`config.mk`:
```
export PLATFORM = sky130hd
export DESIGN_NAME = signmag_calc_seq
export DESIGN_NICKNAME = d
export VERILOG_FILES = /design/src/rtl/signmag_calc_seq.sv
export SDC_FILE = /design/constraint.sdc
export NUM_CORES = 1
export LEC_CHECK = 0
export CORE_ASPECT_RATIO = 0.7
export CORE_UTILIZATION = 45
export DETAILED_ROUTE_END_ITERATION = 8
export PLACE_DENSITY = 0.72
export SKIP_LAST_GASP = 1
export SLEW_MARGIN = 20
export SYNTH_ARGS = -nofsm -noshare
export SYNTH_HDL_FRONTEND = slang
export SYNTH_SLANG_ARGS = --single-unit
```
`constraint.sdc`:
```
create_clock -name i_Clk -period 5.99 [get_ports i_Clk]
set_input_delay 0.8985 -clock i_Clk [delete_from_list [all_inputs] [get_ports i_Clk]]
set_output_delay 0.8985 -clock i_Clk [all_outputs]
set_load 0.01 [all_outputs]
```
`src/rtl/signmag_calc_seq.sv`:
```
// rtl/signmag_calc_seq.sv - sequential sign-magnitude add/sub/mul calculator
// Optional restoring divider on opcode 3 when SIGNMAG_CALC_DIV_EN is defined.
module signmag_calc_seq #(
  parameter int WIDTH = 4
) (
  input  logic               i_Clk,
  input  logic               i_Reset,
  input  logic               i_Start,
  input  logic [WIDTH:0]     i_A,
  input  logic [WIDTH:0]     i_B,
  input  logic [1:0]         i_Calc,
  output logic               o_Busy,
  output logic               o_Done,
  output logic [2*WIDTH-1:0] o_Result,
  output logic               o_Neg,
  output logic               o_Err
);
  localparam int CW = $clog2(WIDTH);

  typedef enum logic [1:0] {IDLE = 2'd0, CALC = 2'd1, DONE = 2'd2} state_t;

  state_t             r_state;
  logic               r_busy;
  logic               r_done;
  logic               r_neg;
  logic               r_err;
  logic [2*WIDTH-1:0] r_result;
  logic [WIDTH-1:0]   r_a_mag;
  logic [WIDTH-1:0]   r_b_mag;
  logic               r_a_neg;
  logic               r_b_neg;
  logic [1:0]         r_op;
  logic [CW-1:0]      r_cnt;
  logic [2*WIDTH-1:0] r_mul_acc;
  logic [2*WIDTH-1:0] r_mul_cand;
  logic [WIDTH-1:0]   r_mul_plier;
`ifdef SIGNMAG_CALC_DIV_EN
  logic [WIDTH-1:0]   r_div_rem;
  logic [WIDTH-1:0]   r_div_quo;
  logic [WIDTH:0]     w_div_shift;
  logic               w_div_ge;
  logic [WIDTH-1:0]   w_div_rem_nx;
  logic [WIDTH-1:0]   w_div_quo_nx;
`endif

  logic               w_a_neg;
  logic               w_b_neg;
  logic               w_last;
  logic [WIDTH+1:0]   w_as_a;
  logic [WIDTH+1:0]   w_as_b;
  logic [WIDTH+1:0]   w_as_sum;
  logic [WIDTH+1:0]   w_as_mag;
  logic [2*WIDTH-1:0] w_mul_sum;
  logic               w_fin;
  logic               w_fin_neg;
  logic               w_fin_err;
  logic [2*WIDTH-1:0] w_fin_res;

  // A zero magnitude is treated as +0 whatever its sign bit says.
  assign w_a_neg = ~i_A[WIDTH] & (|i_A[WIDTH-1:0]);
  assign w_b_neg = ~i_B[WIDTH] & (|i_B[WIDTH-1:0]);
  assign w_last  = (r_cnt == CW'(WIDTH - 1));

  assign w_as_a    = r_a_neg ? -{2'b00, r_a_mag} : {2'b00, r_a_mag};
  assign w_as_b    = r_b_neg ? -{2'b00, r_b_mag} : {2'b00, r_b_mag};
  assign w_as_sum  = r_op[0] ? (w_as_a - w_as_b) : (w_as_a + w_as_b);
  assign w_as_mag  = w_as_sum[WIDTH+1] ? -w_as_sum : w_as_sum;
  assign w_mul_sum = r_mul_acc + (r_mul_plier[0] ? r_mul_cand : '0);

`ifdef SIGNMAG_CALC_DIV_EN
  assign w_div_shift  = {r_div_rem, r_div_quo[WIDTH-1]};
  assign w_div_ge     = (w_div_shift >= {1'b0, r_b_mag});
  assign w_div_rem_nx = w_div_ge ? WIDTH'(w_div_shift - {1'b0, r_b_mag}) : w_div_shift[WIDTH-1:0];
  assign w_div_quo_nx = {r_div_quo[WIDTH-2:0], w_div_ge};
`endif

  // Completion condition and the values latched on the edge entering DONE.
  always_comb begin
    w_fin     = 1'b0;
    w_fin_res = '0;
    w_fin_neg = 1'b0;
    w_fin_err = 1'b0;
    case (r_op)
      2'd0, 2'd1: begin
        w_fin                = 1'b1;
        w_fin_res[WIDTH+1:0] = w_as_mag;
        w_fin_neg            = w_as_sum[WIDTH+1];
      end
      2'd2: begin
        w_fin     = w_last;
        w_fin_res = w_mul_sum;
        w_fin_neg = (r_a_neg ^ r_b_neg) & (|w_mul_sum);
      end
      default: begin
`ifdef SIGNMAG_CALC_DIV_EN
        if (r_b_mag == '0) begin
          w_fin     = 1'b1;
          w_fin_res = '1;
          w_fin_err = 1'b1;
        end else begin
          w_fin     = w_last;
          w_fin_res = {w_div_rem_nx, w_div_quo_nx};
          w_fin_neg = (r_a_neg ^ r_b_neg) & (|w_div_quo_nx);
        end
`else
        w_fin     = 1'b1;
        w_fin_res = '1;
        w_fin_err = 1'b1;
`endif
      end
    endcase
  end

  always_ff @(posedge i_Clk) begin
    if (i_Reset) begin
      r_state     <= IDLE;
      r_busy      <= 1'b0;
      r_done      <= 1'b0;
      r_neg       <= 1'b0;
      r_err       <= 1'b0;
      r_result    <= '0;
      r_a_mag     <= '0;
      r_b_mag     <= '0;
      r_a_neg     <= 1'b0;
      r_b_neg     <= 1'b0;
      r_op        <= 2'd0;
      r_cnt       <= '0;
      r_mul_acc   <= '0;
      r_mul_cand  <= '0;
      r_mul_plier <= '0;
`ifdef SIGNMAG_CALC_DIV_EN
      r_div_rem   <= '0;
      r_div_quo   <= '0;
`endif
    end else begin
      r_done <= 1'b0;
      case (r_state)
        IDLE: begin
          if (i_Start) begin
            r_state     <= CALC;
            r_busy      <= 1'b1;
            r_a_mag     <= i_A[WIDTH-1:0];
            r_b_mag     <= i_B[WIDTH-1:0];
            r_a_neg     <= w_a_neg;
            r_b_neg     <= w_b_neg;
            r_op        <= i_Calc;
            r_cnt       <= '0;
            r_mul_acc   <= '0;
            r_mul_cand  <= {{WIDTH{1'b0}}, i_A[WIDTH-1:0]};
            r_mul_plier <= i_B[WIDTH-1:0];
`ifdef SIGNMAG_CALC_DIV_EN
            r_div_rem   <= '0;
            r_div_quo   <= i_A[WIDTH-1:0];
`endif
          end
        end
        CALC: begin
          r_cnt       <= r_cnt + 1'b1;
          r_mul_acc   <= w_mul_sum;
          r_mul_cand  <= r_mul_cand << 1;
          r_mul_plier <= r_mul_plier >> 1;
`ifdef SIGNMAG_CALC_DIV_EN
          r_div_rem   <= w_div_rem_nx;
          r_div_quo   <= w_div_quo_nx;
`endif
          if (w_fin) begin
            r_state  <= DONE;
            r_done   <= 1'b1;
            r_result <= w_fin_res;
            r_neg    <= w_fin_neg;
            r_err    <= w_fin_err;
          end
        end
        default: begin
          r_state <= IDLE;
          r_busy  <= 1'b0;
        end
      endcase
    end
  end

  assign o_Busy   = r_busy;
  assign o_Done   = r_done;
  assign o_Result = r_result;
  assign o_Neg    = r_neg;
  assign o_Err    = r_err;

endmodule

```
# --- Word-level counts from Yosys, hierarchy flattened ---
# Cells that the tools add are included.
totals:
  word_cells: 73
  out_inout_bits: 12
  inputBits: 15
  ff_bits: 48
op_classes:
  add_sub_neg: 7
  n_mux: 24
  reduce_logical: 14
  eq_ne: 6
  bitwise: 7
ops:
  columns: ["cell", "n"]
  rows:
  - ["case mux 8 bit (2 select lines)", 2]
  - ["2-to-1 mux 6 bit", 4]
  - ["2-to-1 mux 8 bit", 3]
  - ["negation 4 -> 6 bit", 2]
  - ["case mux 2 bit (2 select lines)", 3]
  - ["case mux 6 bit (2 select lines)", 1]
  - ["AND reduction 2 bit", 5]
  - ["adder 8 bit", 1]
  - ["case mux 4 bit (2 select lines)", 1]
  - ["OR reduction 4 bit", 2]
  - ["OR reduction 8 bit", 1]
  - ["adder 6 bit", 1]
  - ["2-to-1 mux 2 bit", 3]
  - ["negation 6 bit", 1]
  - ["subtractor 6 bit", 1]
  - ["== test 2 x 1 -> 1 bit (second input constant)", 2]
  - ["== test 2 bit (second input constant)", 2]
  - ["logical NOT 2 bit", 2]
  - ["2-to-1 mux 1 bit", 4]
  - ["2-to-1 mux 4 bit", 1]
  - ["!= test 2 bit (second input constant)", 2]
  - ["case mux 1 bit (2 select lines)", 2]
  - ["OR reduction 2 bit", 2]
  - ["AND 1 bit", 3]
  - ["5 further kinds", 7]

# --- Longest topological paths before layout ---
# Gate-level depths: netlist of run 1.
depth:
  ltp_word: 7
  mapped_depth: 14
  depth_no_buf: 14

# --- Worst setup path after synthesis of run 1 ---
# No wires, ideal clock.
synth_path:
  path_type: "register to register"
  startpoint: "reg r_b_mag[0]"
  endpoint: "reg r_result[4] (netlist: o_Result[4])"
  arrival_ns: 3.028
  setup_ns: 0.074
  slack_ns: 2.888
  path_buffers: 0
  required_ns: 5.916
  stages_incl_launch_ff: 14
  cell_sequence: "dfxtp_1 -> inv_1 -> ha_1 -> mux2i_1 -> ha_1 -> nor2_1 -> xor2_1 -> ha_1 -> o21ai_0 -> a21oi_1 -> o22ai_1 -> xnor3_2 -> or3_1 -> a31oi_1"
synth_via:
  elab_chain_cells: 7
  elab_cells_between_ends: 8
  classes_between: "add/sub: 4; mux: 4"
synth_lines:
  columns: ["element", "line_no", "rtl"]
  rows:
  - ["start: declaration", "29", "logic [WIDTH-1:0] r_b_mag;"]
  - ["start signal: assignment", "143", "r_b_mag <= i_B[WIDTH-1:0];"]
  - ["negation 4 -> 6 bit", "65", "assign w_as_b = r_b_neg ? -{2'b00, r_b_mag} : {2'b00, r_b_mag};"]
  - ["2-to-1 mux 6 bit (*)", "65", null]
  - ["adder 6 bit / subtractor 6 bit (equally long branches)", "66", "assign w_as_sum = r_op[0] ? (w_as_a - w_as_b) : (w_as_a + w_as_b);"]
  - ["2-to-1 mux 6 bit (*)", "66", null]
  - ["negation 6 bit", "67", "assign w_as_mag = w_as_sum[WIDTH+1] ? -w_as_sum : w_as_sum;"]
  - ["2-to-1 mux 6 bit (*)", "67", null]
  - ["case mux 6 bit (2 select lines) (*)", "83", "case (r_op)"]
  - ["end signal: assignment", "169", "r_result <= w_fin_res;"]
  - ["end: declaration", "27", "logic [2*WIDTH-1:0] r_result;"]
# Every way passes the cells marked *; elsewhere a longest branch is shown, timed or not.
# A chain may end at the register's enable or synchronous reset.

# --- Worst setup path in the final report of run 1 ---
# Same ends and word-level chain as after synthesis.

==> impl_metrics.json, run 1 <==
{
  "area.growth.synth_to_final_pct": 15.8,
  "post_layout_utilization_of_the_core": 0.556,
  "netlist_top_cells_area": "sky130_fd_sc_hd__dfxtp_1, sky130_fd_sc_hd__nand2_1, sky130_fd_sc_hd__ha_1",
  "total_number_of_vias": 2544,
  "globalRoute.totalOverflow": 0,
  "synthDominantCellAreaShare": 0.341,
  "floorplan.core_area_mm2": 0.00587,
  "synth.ff_latch_count": 48,
  "final_net_count": 416,
  "critPathLaunchType": "register",
  "slowest_stage": "sky130_fd_sc_hd__dfxtp_1",
  "worst-endpoint-arrival_ns": 3.72,
  "grt_antenna_before_repair": 0,
  "floorplan.rows": 23,
  "numPortBuffers": 26,
  "footprint_of_the_multi_input_gates_mm2": 0.00172,
  "critPathKind": "register to register",
  "detailedRoute.firstIterationViolations": 152,
  "synth_top_cell_by_area": "sky130_fd_sc_hd__dfxtp_1",
  "power.ir.vdd_worst_uv": 134,
  "firstDrtPassIters": 4,
  "yosysUniqueCellTypes": 48,
  "groute.layer.met2.usage": 0.330,
  "worst_skew_pair.late_latency_ns": 0.31,
  "p_sw_frac": 0.303,
  "place_inst": 449,
  "top_level_ports": 27,
  "cts.path.max_buffers": 2,
  "floorplan.die.height_um": 68.2,
  "start_util": 0.480,
  "finalWeightedCongestion": 0.862,
  "critPathMostFrequentCell": "sky130_fd_sc_hd__ha_1",
  "die_width_um": 96.6,
  "r2r_cells": 13,
  "hold_viol_final": 0,
  "cts.sinks": 48,
  "dominantRegCellSynth": "sky130_fd_sc_hd__dfxtp_1",
  "largest_net_degree_at_the_start_of_global_routing": 49,
  "sequentialPowerShare": 0.413,
  "tightest_slew_ns": 0.826,
  "setup.worst_path.end_class": "register",
  "final.period_utilization": 0.582,
  "clock_power_share": 0.300,
  "yosysWarnings": 0,
  "max-slew-margin-rel": 0.449,
  "drt-wirelength-per-cell_um": 14.2,
  "internal_power_uw": 596,
  "num-fill-cells": 566,
  "crit_path_cell_trace": "inv_1 -> ha_1 -> xnor2_1 -> o41ai_1 -> nor2_1 -> xor2_1 -> ha_1 -> o21ai_0 -> a21oi_1 -> o22ai_1 -> xnor3_2 -> or3_1 -> a31oi_1",
  "hold_depth": 2,
  "syn_area_per_cell_um2": 7.77,
  "met1_usage": 0.289,
  "timing.hold.ws_ns": 0.459,
  "setup-tns-final_ns": 0,
  "use_met3": 0.0429,
  "drt.antenna.violating_nets": 0,
  "drc": 0,
  "worstPathRequired_ns": 6.22,
  "antenna_cells": 0,
  "area.sequential_um2": 961,
  "power.share.combinational": 0.287,
  "synthCells": 363,
  "synthesis.area_mm2": 0.00282,
  "timing_max_transition_violations_final": 0,
  "final-instance-count-excl-fill": 458,
  "via_count_of_the_first_global_routing_pass": 2285,
  "clock_tree_from_tritoncts": "built",
  "rsz_0062_raised_after_global_routing": "no",
  "post_cts.repair.setup_buffers": 0,
  "switchingPower_uw": 259,
  "numCtsBuffers": 5,
  "first_pass_grt_wire_length_mm": 10.9,
  "worstPathMaxFanout": 7,
  "max-cap-violations": 0,
  "pwr_density_cell_mw_per_mm2": 262,
  "critical-path-max-stage-delay_ns": 0.45,
  "cts_resized": 0,
  "share_of_flip_flops_with_an_asynchronous_set_or_reset": 0,
  "synth-edff-count": 0,
  "ctsHoldBuffers": 0,
  "h-tree-depth": 2,
  "detailedPlacementHpwl_mm": 4.78,
  "synth.net_count": 397,
  "grt_usage": 0.208,
  "outcome": "complete, no violations",
  "grt-busiest-layer": "met2",
  "clk_root_buf": "sky130_fd_sc_hd__clkbuf_8",
  "max_freq_mhz": 287,
  "vias_per_cell": 5.55,
  "ys_top_cells_by_count": "sky130_fd_sc_hd__nand2_1, sky130_fd_sc_hd__dfxtp_1, sky130_fd_sc_hd__a21oi_1",
  "leakagePower_uw": 0.00127,
  "clock_pin_slew_on_the_worst_setup_and_hold_paths_ns": 0.09,
  "fin_skew_ns": 0.00749,
  "seq_area_frac_synth": 0.341,
  "setup_viol_count_final": 0,
  "die-area_mm2": 0.00659,
  "post_route_cells_drive_above_1_share": 0.0522,
  "synth.most_common_cell": "sky130_fd_sc_hd__nand2_1",
  "worst_hold_path_type": "register to register",
  "finalCriticalPeriod_ns": 3.49,
  "drt-total-wl_mm": 6.51
}
stage by stage:
| step | worst slack, ns | total power [uW] | area [um2] |
|---|---|---|---|
| after floorplan | 2.89 | 538 | 2820 |
| after global placement | 2.68 | 597 | 3130 |
| after detailed placement | 2.54 | 602 | 3130 |
| after CTS | 2.51 | 856 | 3250 |
| after global routing | 2.21 | 903 | 3260 |
| final | 2.50 | 856 | 3260 |
power by group through the flow:
| stage | Clock, uW | Combinational (uW) | Sequential, uW |
|---|---|---|---|
| after detailed placement | 0 | 242 | 361 |
| after global placement | 0 | 237 | 360 |
| after floorplan | 0 | 182 | 355 |
| after global routing | 271 | 276 | 357 |
| after CTS | 260 | 243 | 353 |
| final | 257 | 245 | 353 |
logic make-up after synthesis:
group / Yosys count / share of synthesized area
adders and majority gates: 19 / 0.0897
xor gates and xnor gates: 19 / 0.0710
muxes: 2 / 0.00710
AOI/OAI and AO/OA: 92 / 0.197
buffers and inverters: 36 / 0.0488
DFF: 48 / 0.341
and+or+nand+nor: 147 / 0.245
state kept, by name, indices dropped and copies added (netlist names):
| register | cells |
|---|---|
| r_b_mag | 4 |
| o_Done | 1 |
| r_op | 2 |
| o_Neg | 1 |
| r_mul_acc | 8 |
| r_a_neg | 1 |
| r_b_neg | 1 |
| r_cnt | 2 |
| r_mul_cand | 8 |
| r_mul_plier | 4 |
| o_Result | 8 |
| o_Busy | 1 |
| r_a_mag | 4 |
| r_state | 2 |
| o_Err | 1 |
worst max-delay path, delay by kind of cell (launching register included):
kind	cells	cell delay [ns]
flip-flops	1	0.45
AO/OA/AOI/OAI	5	1.02
XOR/XNOR	3	0.74
adder cells (fa/ha/maj)	2	0.60
AND/OR/NAND/NOR	2	0.50
buffers and inverters	1	0.09
worst paths after layout:
check,startpoint,endpoint,slack (ns)
min,o_Result[6]$_SDFFE_PP0P_,o_Result[6]$_SDFFE_PP0P_,0.46
min reg2reg,o_Result[6]$_SDFFE_PP0P_,o_Result[6]$_SDFFE_PP0P_,0.46
max,r_b_mag[0]$_SDFFE_PP0P_,o_Result[4]$_SDFFE_PP0P_,2.50
max reg2reg,r_b_mag[0]$_SDFFE_PP0P_,o_Result[4]$_SDFFE_PP0P_,2.50
cells in the final DEF, fill, tap and decap left out, types with 12 or more instances in the layout:
master                            instances
sky130_fd_sc_hd__a21oi_1                 39
sky130_fd_sc_hd__inv_1                   18
sky130_fd_sc_hd__nor2_1                  29
sky130_fd_sc_hd__ha_1                    17
sky130_fd_sc_hd__clkdlybuf4s50_1         26
sky130_fd_sc_hd__nand2_1                 57
sky130_fd_sc_hd__dfxtp_1                 48
sky130_fd_sc_hd__o21ai_0                 15
sky130_fd_sc_hd__nand3_1                 16
sky130_fd_sc_hd__a31oi_1                 12
routing by layer:
layer	share of wire	wire (um)	vias up
met2	0.43	2800	70
li1	-	-	1308
met5	0	0	-
met1	0.51	3350	1162
met4	0.0074	48	0
met3	0.047	309	4
final cells by class:
| type | instances | area share |
|---|---|---|
| inverter | 18 | 0.0207 |
| sequential | 48 | 0.294 |
| timing repair buffer | 30 | 0.0901 |
| clock inverter | 1 | 0.00920 |
| tap | 75 | 0.0288 |
| multi-input combinational | 279 | 0.527 |
| clock buffer | 7 | 0.0295 |
Power figures use the tool's default switching activity.
==> run 2, diff against run 1 <==
--- a/config.mk
+++ b/config.mk
@@ -8,7 +8,7 @@
 export CORE_ASPECT_RATIO = 0.7
 export CORE_UTILIZATION = 45
 export DETAILED_ROUTE_END_ITERATION = 8
-export PLACE_DENSITY = 0.72
+export PLACE_DENSITY = 0.75
 export SKIP_LAST_GASP = 1
 export SLEW_MARGIN = 20
 export SYNTH_ARGS = -nofsm -noshare
==> constraint.sdc (replaced) <==
create_clock -name i_Clk -period 3.2 [get_ports i_Clk]
set_input_delay 0.48 -clock i_Clk [delete_from_list [all_inputs] [get_ports i_Clk]]
set_output_delay 0.48 -clock i_Clk [all_outputs]
set_load 0.01 [all_outputs]
==> impl_metrics.json, run 2 (synthesis results as in run 1) <==
{
  "clock_pin_slew_on_the_worst_setup_and_hold_paths_ns": 0.09,
  "timing_max_transition_violations_final": 0,
  "slowest_stage": "sky130_fd_sc_hd__fa_2",
  "floorplan.die.height_um": 68.2,
  "die_width_um": 96.6,
  "r2r_start": "r_b_mag[0]$_SDFFE_PP0P_",
  "area.growth.synth_to_final_pct": 21.3,
  "layout_common_cells": "sky130_fd_sc_hd__nand2_1, sky130_fd_sc_hd__dfxtp_1, sky130_fd_sc_hd__a21oi_1",
  "worst_skew_pair.late_latency_ns": 0.31,
  "max-cap-violations": 0,
  "max_freq_mhz": 336,
  "rsz_0062_raised_after_global_routing": "no",
  "r2r_cells": 14,
  "clock_tree_from_tritoncts": "built",
  "grt_antenna_before_repair": 0,
  "clk_root_buf": "sky130_fd_sc_hd__clkbuf_8",
  "worstPathRequired_ns": 3.41,
  "setup_viol_count_final": 0,
  "pwr_density_cell_mw_per_mm2": 516,
  "firstDrtPassIters": 5,
  "globalRoute.totalOverflow": 0,
  "top_level_ports": 27,
  "critPathLaunchType": "register",
  "detailedRoute.firstIterationViolations": 108,
  "largest_net_degree_at_the_start_of_global_routing": 27,
  "max-slew-margin-rel": 0.411,
  "worst-endpoint-arrival_ns": 3.18,
  "worstReg2RegEnd": "o_Result[5]$_SDFFE_PP0P_",
  "hold_end": "o_Result[0]$_SDFFE_PP0P_",
  "first_pass_grt_wire_length_mm": 11.2,
  "drc": 0,
  "critPathKind": "register to register",
  "power.ir.vdd_worst_uv": 213,
  "outcome": "complete, no violations",
  "cts.sinks": 48,
  "tightest_slew_ns": 0.880,
  "critical-path-max-stage-delay_ns": 0.39,
  "mostFrequentLayoutCell": "sky130_fd_sc_hd__nand2_1",
  "floorplan.rows": 23,
  "critPathMostFrequentCell": "sky130_fd_sc_hd__ha_1",
  "worstPathMaxFanout": 3,
  "h-tree-depth": 2,
  "final_net_count": 428,
  "floorplan.core_area_mm2": 0.00587,
  "drt-total-wl_mm": 6.78,
  "hold_viol_final": 0,
  "num-fill-cells": 554,
  "detailedPlacementHpwl_mm": 5.07,
  "total_number_of_vias": 2629,
  "hold_depth": 2,
  "drt.antenna.violating_nets": 0,
  "numPortBuffers": 26,
  "grt_usage": 0.215,
  "drt-wirelength-per-cell_um": 14.4,
  "final-instance-count-excl-fill": 470,
  "via_count_of_the_first_global_routing_pass": 2384,
  "start_util": 0.480,
  "setup-tns-final_ns": 0,
  "vias_per_cell": 5.59,
  "ctsHoldBuffers": 0,
  "post_cts.repair.setup_buffers": 0,
  "leakagePower_uw": 0.00135,
  "place_inst": 462,
  "setup.worst_path.end_class": "register",
  "fin_skew_ns": 0.00538,
  "holdCritStartpoint": "o_Result[0]$_SDFFE_PP0P_",
  "numCtsBuffers": 5,
  "timing.hold.ws_ns": 0.456,
  "worst-r2r-setup-slack_ns": 0.22,
  "cts.path.max_buffers": 2,
  "finalCriticalPeriod_ns": 2.98,
  "antenna_cells": 0,
  "worst_hold_path_type": "register to register",
  "final.period_utilization": 0.930,
  "crit_path_cell_trace": "inv_1 -> ha_1 -> mux2i_1 -> ha_1 -> nor2_1 -> a21oi_1 -> buf_4 -> fa_2 -> nor2b_4 -> o22ai_1 -> xnor2_1 -> nor4_1 -> nand2_1 -> a311oi_1",
  "post_route_cells_drive_above_1_share": 0.0987,
  "die-area_mm2": 0.00659,
  "finalWeightedCongestion": 0.856
}
==> run 2: worst max-delay path by stage <==
stage	end	cells past startpoint	from
final	o_Result[5]$_SDFFE_PP0P_	14	r_b_mag[0]$_SDFFE_PP0P_
after global routing	o_Result[5]$_SDFFE_PP0P_	14	r_b_mag[0]$_SDFFE_PP0P_
after CTS	o_Result[3]$_SDFFE_PP0P_	14	r_b_mag[0]$_SDFFE_PP0P_
after detailed placement	o_Result[3]$_SDFFE_PP0P_	11	r_b_mag[0]$_SDFFE_PP0P_
after global placement	o_Result[4]$_SDFFE_PP0P_	11	r_b_mag[0]$_SDFFE_PP0P_
after floorplan	o_Result[4]$_SDFFE_PP0P_	13	r_b_mag[0]$_SDFFE_PP0P_
==> run 2: area by class of cell <==
class / instances / area (um2) / share of cell area
Multi-Input combinational cell: 279 / 1760 / 0.514
Sequential cell: 48 / 962 / 0.281
Timing Repair Buffer: 42 / 380 / 0.111
Tap cell: 75 / 93.8 / 0.0275
Clock inverter: 3 / 90.1 / 0.0264
Clock buffer: 5 / 68.8 / 0.0201
Inverter: 18 / 67.6 / 0.0198
==> run 2: worst max-delay path: cells and delay by family (launching register included) <==
kind                       cells  cell delay [ns]
adders and majority gates      3             0.97
buffers and inverters          2             0.21
muxes                          1             0.20
xor gates and xnor gates       1             0.17
and+or+nand+nor                4             0.59
DFF                            1             0.34
AOI/OAI and AO/OA              3             0.41
==> run 2: routing by layer <==
metal,GRT usage,wire (um),vias to the layer above
met5,0,0,-
met4,0.0821,72,0
met3,0.0419,366,8
met2,0.342,2940,79
met1,0.292,3390,1210
li1,-,-,1332
==> run 2: where the power goes <==
group | internal [uW] | switching, uW | total (uW)
sequential | 628 | 29.6 | 658
combinational | 242 | 265 | 507
clock | 391 | 210 | 601
==> run 2: per-stage QoR <==
| step | worst slack [ns] | utilization | cell area [um2] | total power (uW) |
|---|---|---|---|---|
| after floorplan | 0.0983 | - | 2820 | 1010 |
| after global placement | 0.0413 | 0.549 | 3220 | 1140 |
| after detailed placement | -0.0785 | 0.549 | 3220 | 1150 |
| after CTS | 0.0182 | 0.578 | 3400 | 1750 |
| after global routing | 0.0186 | 0.582 | 3420 | 1860 |
| final | 0.225 | 0.582 | 3420 | 1770 |
==> run 2: timing repair <==
| action | in CTS | in global routing |
|---|---|---|
| pin swaps | 0 | 4 |
| gates resized for setup | 2 | 7 |
| setup endpoints to repair | 3 | 6 |
==> run 3, diff against run 2 <==
--- a/config.mk
+++ b/config.mk
@@ -6,11 +6,10 @@
 export NUM_CORES = 1
 export LEC_CHECK = 0
 export CORE_ASPECT_RATIO = 0.7
-export CORE_UTILIZATION = 45
+export CORE_UTILIZATION = 52
 export DETAILED_ROUTE_END_ITERATION = 8
-export PLACE_DENSITY = 0.75
+export PLACE_DENSITY = 0.83
 export SKIP_LAST_GASP = 1
-export SLEW_MARGIN = 20
 export SYNTH_ARGS = -nofsm -noshare
 export SYNTH_HDL_FRONTEND = slang
 export SYNTH_SLANG_ARGS = --single-unit
==> impl_metrics.json, run 3 (synthesis results as in run 1) <==
{
  "outcome": "complete, no violations",
  "clk_root_buf": "sky130_fd_sc_hd__clkbuf_8",
  "drc": 0,
  "floorplan.core_area_mm2": 0.00523,
  "num-fill-cells": 448,
  "vias_per_cell": 5.69,
  "layout.cell_area.non_filler_mm2": 0.00333,
  "die_width_um": 90,
  "finalWeightedCongestion": 0.872,
  "cp.buffers_inverters": 3,
  "final_net_count": 425,
  "worst-endpoint-arrival_ns": 3.32,
  "use_met3": 0.0580,
  "top_level_ports": 27,
  "worstPathRequired_ns": 3.44,
  "timing_max_transition_violations_final": 0,
  "mostFrequentLayoutCell": "sky130_fd_sc_hd__nand2_1",
  "final.setup.worst_slack_ns": 0.127,
  "floorplan.die.height_um": 63.6,
  "largest_net_degree_at_the_start_of_global_routing": 30,
  "post_route_cells_drive_above_1_share": 0.0923,
  "max-cap-violations": 0,
  "total_number_of_vias": 2629,
  "start_util": 0.539,
  "drt-total-wl_mm": 6.75,
  "leakagePower_uw": 0.00130,
  "critPathMostFrequentCell": "sky130_fd_sc_hd__ha_1",
  "via_count_of_the_first_global_routing_pass": 2465,
  "detailedRoute.firstIterationViolations": 163,
  "groute.layer.met2.usage": 0.414,
  "worst_hold_path_type": "register to register",
  "met1_usage": 0.331,
  "setup.worst_path.end_class": "register",
  "h-tree-depth": 2,
  "rsz_0062_raised_after_global_routing": "yes",
  "globalRoute.totalOverflow": 0,
  "grt-busiest-layer": "met2",
  "worst_skew_pair.late_latency_ns": 0.31,
  "clock_pin_slew_on_the_worst_setup_and_hold_paths_ns": 0.09,
  "area.growth.synth_to_final_pct": 18.2,
  "critical-path-max-stage-delay_ns": 0.46,
  "max-slew-margin-rel": 0.498,
  "die-area_mm2": 0.00572,
  "pwr_density_cell_mw_per_mm2": 478,
  "fin_skew_ns": 0.00938,
  "cpLargestDelayFamily": "adder cells",
  "worstPathMaxFanout": 4,
  "floorplan.rows": 22,
  "slowest_stage": "sky130_fd_sc_hd__xor3_4",
  "cts.path.max_buffers": 2,
  "ctsHoldBuffers": 0,
  "drt-wirelength-per-cell_um": 14.6,
  "firstDrtPassIters": 4,
  "drt.antenna.violating_nets": 0,
  "pre_cts_ws_ns": 0.0115,
  "power.ir.vdd_worst_uv": 220,
  "detailedPlacementHpwl_mm": 5.09,
  "critPathKind": "register to register",
  "grt_antenna_before_repair": 0,
  "detailed_place.area_mm2": 0.00319,
  "final.period_utilization": 0.960,
  "numCtsBuffers": 5,
  "first_pass_grt_wire_length_mm": 11.6,
  "antenna_cells": 0,
  "cts.sinks": 48,
  "numPortBuffers": 26,
  "max_freq_mhz": 325,
  "finalCriticalPeriod_ns": 3.07,
  "tightest_slew_ns": 0.754,
  "clock_tree_from_tritoncts": "built",
  "setup_viol_count_final": 0,
  "critPathLaunchType": "register",
  "crit_path_cell_trace": "inv_1 -> ha_1 -> mux2i_1 -> ha_1 -> nor2_1 -> a21oi_1 -> inv_1 -> ha_1 -> nand2b_1 -> a21oi_2 -> o22ai_2 -> buf_4 -> xor3_4 -> a21o_1 -> a31oi_1",
  "layout_common_cells": "sky130_fd_sc_hd__nand2_1, sky130_fd_sc_hd__dfxtp_1, sky130_fd_sc_hd__a21oi_1",
  "hold_viol_final": 0,
  "grt_usage": 0.255
}
==> run 3: what timing repair did <==
item / in CTS / in global routing
setup endpoints to repair: 1 / 6
endpoints found under the hold margin: 0 / 0
buffers inserted: 0 / 1
resized for setup: 2 / 8
pin swaps: 0 / 2
==> run 3: area by class of cell <==
type,instances,area (um2),area share
clock buffers,5,68.8,0.0207
clock inverters,1,30.0,0.00902
inverters,18,67.6,0.0203
multi-input cells,279,1750,0.526
flip-flops and latches,48,963,0.289
well taps,72,90.1,0.0270
repair buffers,39,358,0.107
==> run 3: path summary, 6_finish.rpt <==
check                               from                     endpoint  slack, ns  cells past startpoint
min reg2reg  r_mul_plier[3]$_SDFFE_PP0P_  r_mul_plier[3]$_SDFFE_PP0P_       0.46                      2
max reg2reg      r_b_mag[0]$_SDFFE_PP0P_     o_Result[2]$_SDFFE_PP0P_       0.13                     15
max              r_b_mag[0]$_SDFFE_PP0P_     o_Result[2]$_SDFFE_PP0P_       0.13                     15
min          r_mul_plier[3]$_SDFFE_PP0P_  r_mul_plier[3]$_SDFFE_PP0P_       0.46                      2
==> run 3: routing by layer <==
metal / wire length, um / part of all wire / vias to the layer above
met2: 3110 / 0.46 / 66
met5: 0 / 0 / -
met4: 113 / 0.017 / 0
li1: - / - / 1320
met1: 3190 / 0.47 / 1230
met3: 343 / 0.051 / 13
==> run 3: worst min-delay path, delay by kind of cell (launching register included) <==
kind | cells | cell delay [ns]
flip-flops | 1 | 0.31
AND/OR/NAND/NOR | 1 | 0.05
AO/OA/AOI/OAI | 1 | 0.05
==> run 3: stage by stage <==
step	hold WS, ns	TNS (ns)	std cells	total power [uW]	util
after floorplan	0.437	0	363	1010	-
after global placement	0.441	0	455	1140	0.610
after detailed placement	0.455	0	455	1150	0.610
after CTS	0.467	0	461	1570	0.631
after global routing	0.488	-0.0211	462	1690	0.637
final	0.462	0	462	1590	0.637
==> run 3: report_power, final <==
| group | internal (uW) | leakage (uW) | switching (uW) | total (uW) |
|---|---|---|---|---|
| Combinational | 246 | 0.000860 | 266 | 512 |
| Sequential | 628 | 0.000392 | 30.6 | 659 |
| Clock | 224 | 0.0000501 | 196 | 421 |
